**src/rtl/reception_pkg.sv**
```systemverilog
// reception_pkg: shared types and codes for the reception scheduler.
//   - query codes carried by each arrival
//   - doctor identifiers used on assign_doc
//   - waiting-queue entry layout
package reception_pkg;

  localparam logic [1:0] QRY_GENERAL = 2'b00;  // any doctor, A preferred
  localparam logic [1:0] QRY_A       = 2'b01;
  localparam logic [1:0] QRY_B       = 2'b10;
  localparam logic [1:0] QRY_RSVD    = 2'b11;

  localparam logic DOC_A = 1'b0;
  localparam logic DOC_B = 1'b1;

  // The token field is sized for the widest token the block supports, so the
  // entry layout does not depend on the instance's TOKEN_W. Instances store
  // their token zero-extended and truncate it back on read.
  localparam int TOKEN_MAX_W = 16;

  typedef struct packed {
    logic [1:0]             query;
    logic [TOKEN_MAX_W-1:0] token;
  } entry_t;

endpackage

```
**src/rtl/reception_scheduler_doctor_timer.sv**
```systemverilog
// doctor_timer: consultation occupancy counter for one doctor.
//   clk, rst_n : clock and synchronous active-low reset
//   start      : dispatch to this doctor at this edge; loads CONSULT_CYCLES
//   busy       : registered, high while the countdown is non-zero
module doctor_timer #(
  parameter int CONSULT_CYCLES = 4
) (
  input  logic clk,
  input  logic rst_n,
  input  logic start,
  output logic busy
);

  localparam int TW = $clog2(CONSULT_CYCLES + 1);
  localparam logic [TW-1:0] LOAD = TW'(CONSULT_CYCLES);

  logic [TW-1:0] timer;

  // busy tracks (timer != 0) of the value being written, so it stays a
  // register while matching the countdown exactly.
  always_ff @(posedge clk) begin
    if (!rst_n) begin
      timer <= '0;
      busy  <= 1'b0;
    end else if (start) begin
      timer <= LOAD;
      busy  <= 1'b1;
    end else begin
      if (timer != '0) timer <= timer - 1'b1;
      busy <= (timer > TW'(1));
    end
  end

endmodule

```
**src/rtl/reception_scheduler.sv**
```systemverilog
// reception_scheduler: shares doctors A and B between arriving patients.
//   Arrivals get a token and join an in-order queue; the registered queue head
//   is dispatched to an eligible free doctor (strict FIFO, head-of-line
//   blocking). Per-doctor timers model consultation occupancy.
// Ports:
//   clk, rst_n           : clock, synchronous active-low reset
//   arrive, query        : arrival pulse and query code
//   on_duty_a/b          : doctor may take new assignments
//   token, accept, reject: arrival result (registered)
//   assign_valid/doc/token: dispatch result (registered)
//   busy_a/b             : doctor in consultation
//   queue_count          : entries waiting
module reception_scheduler
  import reception_pkg::*;
#(
  parameter int DEPTH          = 4,
  parameter int TOKEN_W        = 4,   // must not exceed TOKEN_MAX_W
  parameter int CONSULT_CYCLES = 4
) (
  input  logic                       clk,
  input  logic                       rst_n,
  input  logic                       arrive,
  input  logic [1:0]                 query,
  input  logic                       on_duty_a,
  input  logic                       on_duty_b,
  output logic [TOKEN_W-1:0]         token,
  output logic                       accept,
  output logic                       reject,
  output logic                       assign_valid,
  output logic                       assign_doc,
  output logic [TOKEN_W-1:0]         assign_token,
  output logic                       busy_a,
  output logic                       busy_b,
  output logic [$clog2(DEPTH):0]     queue_count
);

  localparam int PTR_W = $clog2(DEPTH);
  localparam int CNT_W = PTR_W + 1;
  localparam logic [CNT_W-1:0] FULL = CNT_W'(DEPTH);

  entry_t             mem [DEPTH];
  entry_t             head;
  logic [PTR_W-1:0]   wr_ptr, rd_ptr;
  logic [TOKEN_W-1:0] next_token;

  logic push, pop, pop_doc;
  logic elig_a, elig_b;
  logic start_a, start_b;

  assign head = mem[rd_ptr];

  // Fullness is judged on the count before the edge, so a same-edge dispatch
  // never makes room for the arrival.
  assign push = arrive && (query != QRY_RSVD) && (queue_count != FULL);

  assign elig_a = !busy_a && on_duty_a;
  assign elig_b = !busy_b && on_duty_b;

  always_comb begin
    pop     = 1'b0;
    pop_doc = DOC_A;
    if (queue_count != '0) begin
      case (head.query)
        QRY_A: pop = elig_a;
        QRY_B: begin
          pop     = elig_b;
          pop_doc = DOC_B;
        end
        QRY_GENERAL: begin
          if (elig_a) begin
            pop = 1'b1;
          end else if (elig_b) begin
            pop     = 1'b1;
            pop_doc = DOC_B;
          end
        end
        default: pop = 1'b0;
      endcase
    end
  end

  assign start_a = pop && (pop_doc == DOC_A);
  assign start_b = pop && (pop_doc == DOC_B);

  // Queue storage needs no reset: entries are only read while queue_count
  // says they are valid.
  always_ff @(posedge clk) begin
    if (push) mem[wr_ptr] <= '{query: query, token: TOKEN_MAX_W'(next_token)};
  end

  always_ff @(posedge clk) begin
    if (!rst_n) begin
      wr_ptr       <= '0;
      rd_ptr       <= '0;
      queue_count  <= '0;
      next_token   <= '0;
      token        <= '0;
      accept       <= 1'b0;
      reject       <= 1'b0;
      assign_valid <= 1'b0;
      assign_doc   <= 1'b0;
      assign_token <= '0;
    end else begin
      accept       <= push;
      reject       <= arrive && !push;
      assign_valid <= pop;

      if (push) begin
        wr_ptr     <= wr_ptr + 1'b1;
        token      <= next_token;
        next_token <= next_token + 1'b1;
      end

      if (pop) begin
        rd_ptr       <= rd_ptr + 1'b1;
        assign_doc   <= pop_doc;
        assign_token <= TOKEN_W'(head.token);
      end

      case ({push, pop})
        2'b10:   queue_count <= queue_count + 1'b1;
        2'b01:   queue_count <= queue_count - 1'b1;
        default: queue_count <= queue_count;
      endcase
    end
  end

  doctor_timer #(.CONSULT_CYCLES(CONSULT_CYCLES)) u_timer_a (
    .clk   (clk),
    .rst_n (rst_n),
    .start (start_a),
    .busy  (busy_a)
  );

  doctor_timer #(.CONSULT_CYCLES(CONSULT_CYCLES)) u_timer_b (
    .clk   (clk),
    .rst_n (rst_n),
    .start (start_b),
    .busy  (busy_b)
  );

endmodule

```
**config.mk**
```make
export PLATFORM = sky130hd
export DESIGN_NAME = reception_scheduler
export DESIGN_NICKNAME = d
export VERILOG_FILES = /design/src/rtl/reception_pkg.sv /design/src/rtl/reception_scheduler_doctor_timer.sv /design/src/rtl/reception_scheduler.sv
export SDC_FILE = /design/constraint.sdc
export NUM_CORES = 1
export LEC_CHECK = 0
export ABC_AREA = 1
export CAP_MARGIN = 20
export CORE_MARGIN = 3
export CORE_UTILIZATION = 45
export CTS_CLUSTER_SIZE = 14
export DETAILED_ROUTE_END_ITERATION = 12
export GPL_TIMING_DRIVEN = 0
export PLACE_DENSITY = 0.61
export SYNTH_ARGS = -nofsm -noshare
export SYNTH_HDL_FRONTEND = slang
export SYNTH_SLANG_ARGS = --single-unit
```
**constraint.sdc**
```tcl
create_clock -name clk -period 3.4 [get_ports clk]
set_clock_uncertainty 0.05 [all_clocks]
set_input_delay 1.02 -clock clk [delete_from_list [all_inputs] [get_ports clk]]
set_output_delay 1.02 -clock clk [all_outputs]
set_load 0.01 [all_outputs]
```
==> results summary, run 1 <==
The final period demand of the worst path came out at 3070 ps. The count of H-tree levels built during CTS is 3. Clock tree synthesis selected as its root buffer the cell sky130_fd_sc_hd__clkbuf_8. The final non-filler cell total is 364. The count of mapped cells out of synthesis came out at 256. The startpoint kind of the worst setup timing path is an input port. STA classifies the critical path endpoint as a flop. The synthesized area divided by synthesized cell count is 9.46 µm². After clock tree synthesis, the clock-pin slew on the worst setup and hold paths is 60 ps. The number of buffers and inverters on the critical path is 2. The synthesized design contains 57 register bits. The instance area at placement came out at 2730 µm². The adder and majority cell fraction of the synthesized area is 7.03%. The post-CTS setup-driven buffer insertion count is 0. Relative to the synthesized area, the layout overhead comes to 20.3%. The portion of total power attributed to the clock network is 24.1%. The switching share of power came out at 34.1%. Along the worst path, the maximum fanout reaches 10. The maximum frequency from static timing analysis is 0.326 GHz. In this run the tightest slew margin relative to its limit is 57.7%. The final total power is 2.34 mW.

The net count of the finished layout came out at 309. The global placer's final weighted congestion came out at 0.759. Dividing the detail-routed wire length by the instance count gives 12.3 µm. In this run the power spent charging and discharging nets is 0.797 mW. The library cells used most frequently in the layout, excluding fill and tap cells, are 45 x sky130_fd_sc_hd__nor2_1, 33 x sky130_fd_sc_hd__nand2_1, 33 x sky130_fd_sc_hd__dfxtp_1.

The DRC violation count after routing is 0. The floorplan die area came out at 6300 µm². In this run, the number of DRC markers left after iteration 0 of detailed routing was 83. The largest family of logic cells by synthesized area is simple AND/OR/NAND/NOR gates.

The final hold violation count came out at 0. The number of antenna-violating nets in the routed design is 0. Once the clock tree was built, the resizer swapped 0 gates to a different size. The count of buffers inserted at the top-level ports came out at 22.

For this design the static power due to leakage is 1.19 nW. In this run, post-CTS hold repair placed 0 buffers. The number of clock buffers inserted by TritonCTS came out at 9. The flow ran to the end, and the final reports show no timing, DRC or antenna violations.

The slowest library cell on the worst path is sky130_fd_sc_hd__clkdlybuf4s50_1. After layout, the worst path uses 90.3% of the clock period. Sequential cells were found to cover 57.1% of the synthesized design area. The proportion of layout cells with a drive suffix above 1 is 11.2%. The min-delay analysis places its worst path in the category flop to flop. The max-cap check violation count is 0.

The via count came out at 1693. The area of the multi-input gates came out at 896 µm². The core box area is 5140 µm². The post-synthesis cell area is 2420 µm².

The tightest hold path in the finished design has a slack of 427 ps. The number of vias per cell is 4.65. The worst path arrival time came out at 3270 ps. The number of warnings issued by yosys came out at 0.

The setup path with the least slack is of type input port to flop. The number of max-slew violations in the final report came out at 0. The number of global-route vias before repair is 1598. The worst-case vdd ir drop is 374 µV. At the pin with the least slew margin, the transition time is 632 ps. The endpoint required time on the critical path is 3600 ps. The register share of total power came out at 40.5%. The number of search-and-repair iterations in the first detailed-routing pass came out at 4. Broken down by cell family, the worst path's largest delay share belongs to buffers and inverters. The total of fill cells in the finished design is 487. The wire-length estimate of the detail-placed layout is 3.20 mm. The clock latency reported for the late side of the worst-skew pair came out at 310 ps. The fraction of the mapped netlist area in simple logic gates came out at 19.0%. Leaving out fill and tap cells, the most frequent cell in the layout is sky130_fd_sc_hd__nor2_1. The footprint of the flip-flops and latches is 1380 µm².

The internal power of the cells totals 1.54 mW. The count of standard-cell rows is 26. In this run the deepest clock path goes through 2 buffers. Of the total synthesized cell area, the portion taken by XOR and XNOR cells is 1.45%. The top-level port count came out at 24.

The final global-route overflow total is 0. The cell that appears most often on the critical path is sky130_fd_sc_hd__a21oi_1. The share of synthesized area spent on multiplexers came out at 0.413%. Entering global routing, the biggest net connects 11 pins. The synthesized netlist contains 31 unique library cells. The cell count after placement came out at 348. The number of nets handed over by synthesis was 276. The global-route usage over all layers came out at 15.8%. Walking the worst path, the cells encountered are clkdlybuf4s50_1 > a21oi_1 > nand2_1 > buf_2 > ha_1 > fa_1 > a21oi_1 > o21a_1 > o21ai_0 > a21oi_1.

For this configuration, the core starts out at a cell density of 47.1%. The cell area power density came out at 802 nW/µm². In this run the horizontal extent of the chip is 79.4 µm.

The global-route wire length before repair came out at 7.47 mm. The count of clock tree sinks came out at 57. The number of antenna repair diodes is 0. Setup repair after global routing left no endpoint under its margin. Setup violations remaining at the end of the flow were counted as 0. The part of the total power dissipated in combinational logic came out at 35.4%. The fraction of the mapped netlist area in compound gates came out at 9.15%. The initial antenna violation count came out at 0. The chip height came out at 79.4 µm. On the worst path, the slowest cell contributes a delay of 500 ps. The detailed-route wire length is 4.47 mm. TritonCTS built the clock tree. The area of all placed cells without fillers came out at 2910 µm².
==> cell usage after synthesis (all sizes together) <==
cell type	instances	area [µm²]
nor2	46	175
nand2	37	159
dfxtp	33	661
inv	27	104
edfxtp	24	721
o21ai	23	115
a21oi	17	85.1
ha	12	150
nand3	12	60.1
nand3b	5	41.3
buf	4	28.8
xor2	4	35.0
clkbuf	2	7.51
or2	2	12.5
a31oi	1	6.26
clkinv	1	3.75
fa	1	20.0
mux2i	1	10.0
nand4	1	6.26
nor3	1	5.00
o21a	1	7.51
o21bai	1	7.51
==> tightest hold or removal path: stages, from the launching register on <==
cell and delay, ps:
sky130_fd_sc_hd__dfxtp_1 330, sky130_fd_sc_hd__nor2_1 50, sky130_fd_sc_hd__nor2_1 70
==> per-stage QoR <==
| step | setup TNS, ps | utilization, % | setup WS (ps) |
|---|---|---|---|
| final | 0 | 56.7 | 328 |
| after floorplan | 0 | - | 797 |
| after global routing | 0 | 56.7 | 159 |
| after CTS | 0 | 56.7 | 327 |
| after global placement | 0 | 53.1 | 14.9 |
| after detailed placement | -9.94 | 53.1 | -9.94 |
==> state kept, by name (all words and copies together), names as in the netlist, 2 cells and up, named ones only <==
register         flops
assign_token         4
u_timer_a.timer      3
u_timer_b.timer      3
token                4
rd_ptr               2
mem                 24
queue_count          3
next_token           4
wr_ptr               2
==> power by group through the flow <==
stage	Sequential [mW]	Clock (mW)	Combinational, mW
6_report	0.946	0.563	0.826
5_1_grt	0.965	0.610	0.951
4_1_cts	0.949	0.578	0.839
3_5_place_dp	0.963	0	0.836
3_3_place_gp	0.960	0	0.825
2_1_floorplan	0.973	0	0.556
==> cell type report <==
cell class / count / area share (%)
multi-input cells: 165 / 30.8
plain buffers: 6 / 1.25
flip-flops and latches: 57 / 47.4
repair buffers: 22 / 7.56
clock inverters: 3 / 0.515
inverters: 28 / 3.69
clock buffers: 13 / 5.80
well taps: 70 / 3.01
==> worst paths after layout <==
path,startpoint,endpoint,slack (ps),cells after the start
setup reg to reg,flop,queue_count[2],1020,14
hold reg to reg,assign_doc,assign_doc,430,2
hold / removal,assign_doc,assign_doc,430,2
setup / recovery,query[0],queue_count[2],330,10
==> kinds of logic (layout without fill, tap and decap cells) <==
family                   count (synthesis)  in the layout
AO/OA/AOI/OAI                           43             43
XOR/XNOR                                 4              4
adder cells (fa/ha/maj)                 13             13
buffers and inverters                   34             72
flip-flops                              57             57
multiplexers                             1              1
AND/OR/NAND/NOR                        104            104
==> routing by layer <==
| metal | vias to the layer above | global-route usage (%) | part of all wire [%] |
|---|---|---|---|
| li1 | 906 | - | - |
| met1 | 759 | 20.4 | 49 |
| met2 | 24 | 24.7 | 48 |
| met3 | 4 | 3.40 | 2.7 |
| met4 | 0 | 8.76 | 1.1 |
| met5 | - | 0 | 0 |
No activity file was read; power rests on OpenSTA's default activity.
==> run 2: changes to the inputs <==
--- a/config.mk
+++ b/config.mk
@@ -6,13 +6,15 @@
 export NUM_CORES = 1
 export LEC_CHECK = 0
 export ABC_AREA = 1
-export CAP_MARGIN = 20
+export CELL_PAD_IN_SITES_DETAIL_PLACEMENT = 0
+export CELL_PAD_IN_SITES_GLOBAL_PLACEMENT = 2
 export CORE_MARGIN = 3
-export CORE_UTILIZATION = 45
+export CORE_UTILIZATION = 38
 export CTS_CLUSTER_SIZE = 14
 export DETAILED_ROUTE_END_ITERATION = 12
 export GPL_TIMING_DRIVEN = 0
-export PLACE_DENSITY = 0.61
+export PLACE_DENSITY = 0.79
+export SKIP_CTS_REPAIR_TIMING = 1
 export SYNTH_ARGS = -nofsm -noshare
 export SYNTH_HDL_FRONTEND = slang
 export SYNTH_SLANG_ARGS = --single-unit
==> run 2 against run 1 <==
Effect of this change:
- count of clock-buffer cells in the layout down 4
- first-iteration DRC count rose by 7.2%
- sequential cell count is the same
- non-clock buffer count stayed put
- worst setup slack worse by 44 ps
- fmax decreased by 1.4%
- highest routed layer unchanged
- die area up 17%
- design area increased by 1.1%
- sequential share of layout area is 0.50 points lower
- combinational power rose by 0.7%
- largest cell class unchanged
==> results summary, run 2 (synthesized netlist as in run 1, its figures left out) <==
The run finished with clean final reports. Clock tree synthesis selected as its root buffer the cell sky130_fd_sc_hd__clkbuf_8. The cell area power density is 827 nW/µm² (+3.2%).

The top cell types in the final layout, fill and taps aside, are 45 x sky130_fd_sc_hd__nor2_1, 33 x sky130_fd_sc_hd__nand2_1, 33 x sky130_fd_sc_hd__dfxtp_1. The final-layout worst hold slack was 422 ps (-5.53 ps). The max-cap check violation count came out at 0 (unchanged). The final total power is 2.44 mW (+4.3%).

The maximum net fanout on the critical path was 10 (unchanged). The net count of the finished layout came out at 309 (unchanged). The library cell used most frequently in the layout, excluding fill and tap cells, is sky130_fd_sc_hd__nor2_1. The slew at the pin closest to its max-slew limit came out at 606 ps (-25.5 ps).

The detailed placer's ending HPWL came out at 3.34 mm (+4.1%). In this run the critical register-to-register path is captured at queue_count[2]. The average wire per standard cell is 12.6 µm (+2.6%). The number of clock buffers inserted by TritonCTS is 9 (unchanged). The final standard cell utilization of the core came to 48.6% (-8.1 points).

The core box area was 6060 µm² (+18%). The worst hold path startpoint is token[0]. The clock latency reported for the late side of the worst-skew pair came out at 320 ps (about the same). The final hold violation count was 0 (unchanged). The worst slew slack as a fraction of its limit came out at 59.4% (+1.7 points). The number of global-route vias before repair came out at 1664 (+4.1%).

The startpoint kind of the worst setup timing path is an input port. The standby leakage power came out at 1.20 nW (+0.41%). The width of the die came out at 85.8 µm (+8.2%). The worst-case vdd ir drop came to 398 µV (+6.4%). The number of search-and-repair iterations in the first detailed-routing pass was 4 (unchanged). The proportion of layout cells with a drive suffix above 1 is 10.9% (-0.34 points).

The min-delay analysis places its worst path in the category flop to flop. The area growth from synthesis to layout came out at 21.6%. The count of H-tree levels built during CTS is 3 (unchanged). The global-route usage over all layers came out at 14.4% (-1.5 points). The endpoint required time on the critical path is 3600 ps (about the same).

The effective utilization at floorplan came out at 39.9% (-7.2 points). The number of vias per cell came out at 4.58 (-1.5%). The clock-pin transition on the worst setup and hold timing paths came out at 60 ps (about the same). The count of clock tree sinks came to 57 (unchanged). The number of cell instances on the worst register-to-register path came out at 14 (unchanged). The worst setup path is captured at a flop.

The number of antenna repair diodes is 0 (unchanged). The global-route wire length before repair is 7.87 mm (+5.4%). The number of DRC markers after the initial detailed-route iteration is 89 (+7.2%). The number of flip-flops in the largest register came out at 24 (unchanged). The number of max-slew violations in the final report is 0 (unchanged). The endpoint of the worst hold path is token[0]. The deepest clock path buffer count is 2 (unchanged). The worst path arrival time is 3320 ps (+50 ps). Setup repair after global routing left no endpoint under its margin.

The maximum number of pins on one net before global-route repair came out at 11 (unchanged). The chip height is 85.8 µm (+8.2%). The floorplan die area came out at 7370 µm² (+17%).

The via count is 1691 (-0.12%). The global placer's final weighted congestion is 0.727 (-4.2%). The number of antenna-violating nets in the routed design came out at 0 (unchanged). The DRC violation count after routing came out at 0 (unchanged). The period utilization is 91.6% (+1.3 points). The final global-route overflow total was 0 (unchanged).

The count of buffers inserted at the top-level ports is 22 (unchanged). TritonCTS built the clock tree. The initial antenna violation count is 0 (unchanged). The worst hold path cell count came out at 2 (unchanged). The maximum frequency from static timing analysis came out at 0.321 GHz (-1.4%).

The setup path with the least slack is of type input port to flop. The register with the most flip-flops in the final layout is mem. The count of standard-cell rows came out at 28 (+7.7%). The detailed-route wire length is 4.65 mm (+4.0%). The final period demand of the worst path came out at 3120 ps (+43.9 ps).

The top-level port count is 24 (unchanged). The final number of setup-violating endpoints was 0 (unchanged). The setup slack on the worst flop-to-flop path is 1030 ps (about the same).
==> run 2: cell type report <==
type / instances / area, µm²
Fill cell: 595 / 3120
Clock buffer: 9 / 124
Timing Repair Buffer: 22 / 220
Multi-Input combinational cell: 165 / 896
Inverter: 28 / 108
Sequential cell: 57 / 1380
Buffer: 6 / 36.3
Tap cell: 75 / 93.8
Clock inverter: 7 / 85.1
==> run 2: per-layer routing <==
metal	track usage, %	vias up	wire length [µm]
met3	3.27	6	157
met1	18.2	756	2300
met4	8.63	0	68
met5	0	-	0
li1	-	902	-
met2	22.3	27	2120
==> run 2: how the worst max path moves through the flow <==
stage,startpoint,end,slack (ps)
floorplan,arrive,queue_count[2],800
global placement,query[0],queue_count[2],-7
detailed placement,query[0],queue_count[2],-30
CTS,query[0],queue_count[2],320
global route,query[0],queue_count[2],60
finish,query[0],queue_count[2],280
==> run 2: per-stage QoR <==
step | setup TNS [ps] | cell area, µm² | cells | setup WS (ps)
after CTS | 0 | 2940 | 369 | 317
after global placement | -7.36 | 2740 | 353 | -7.36
after global routing | 0 | 2940 | 369 | 64.8
after detailed placement | -25.6 | 2740 | 353 | -25.6
after floorplan | 0 | 2420 | 256 | 797
final | 0 | 2940 | 369 | 284
==> run 2: critical path, cell delays in order <==
cell                              delay [ps]
sky130_fd_sc_hd__clkdlybuf4s50_1         490
sky130_fd_sc_hd__a21oi_1                 270
sky130_fd_sc_hd__nand2_1                 180
sky130_fd_sc_hd__buf_2                   230
sky130_fd_sc_hd__ha_1                    250
sky130_fd_sc_hd__fa_1                    390
sky130_fd_sc_hd__a21oi_1                 140
sky130_fd_sc_hd__o21a_1                  150
sky130_fd_sc_hd__o21ai_0                  70
sky130_fd_sc_hd__a21oi_1                 130
==> run 2: power breakdown <==
part           leakage [nW]  switching (mW)  internal [mW]
registers             0.495          0.0894          0.854
clock network         0.104           0.255          0.404
logic                 0.598           0.468          0.364
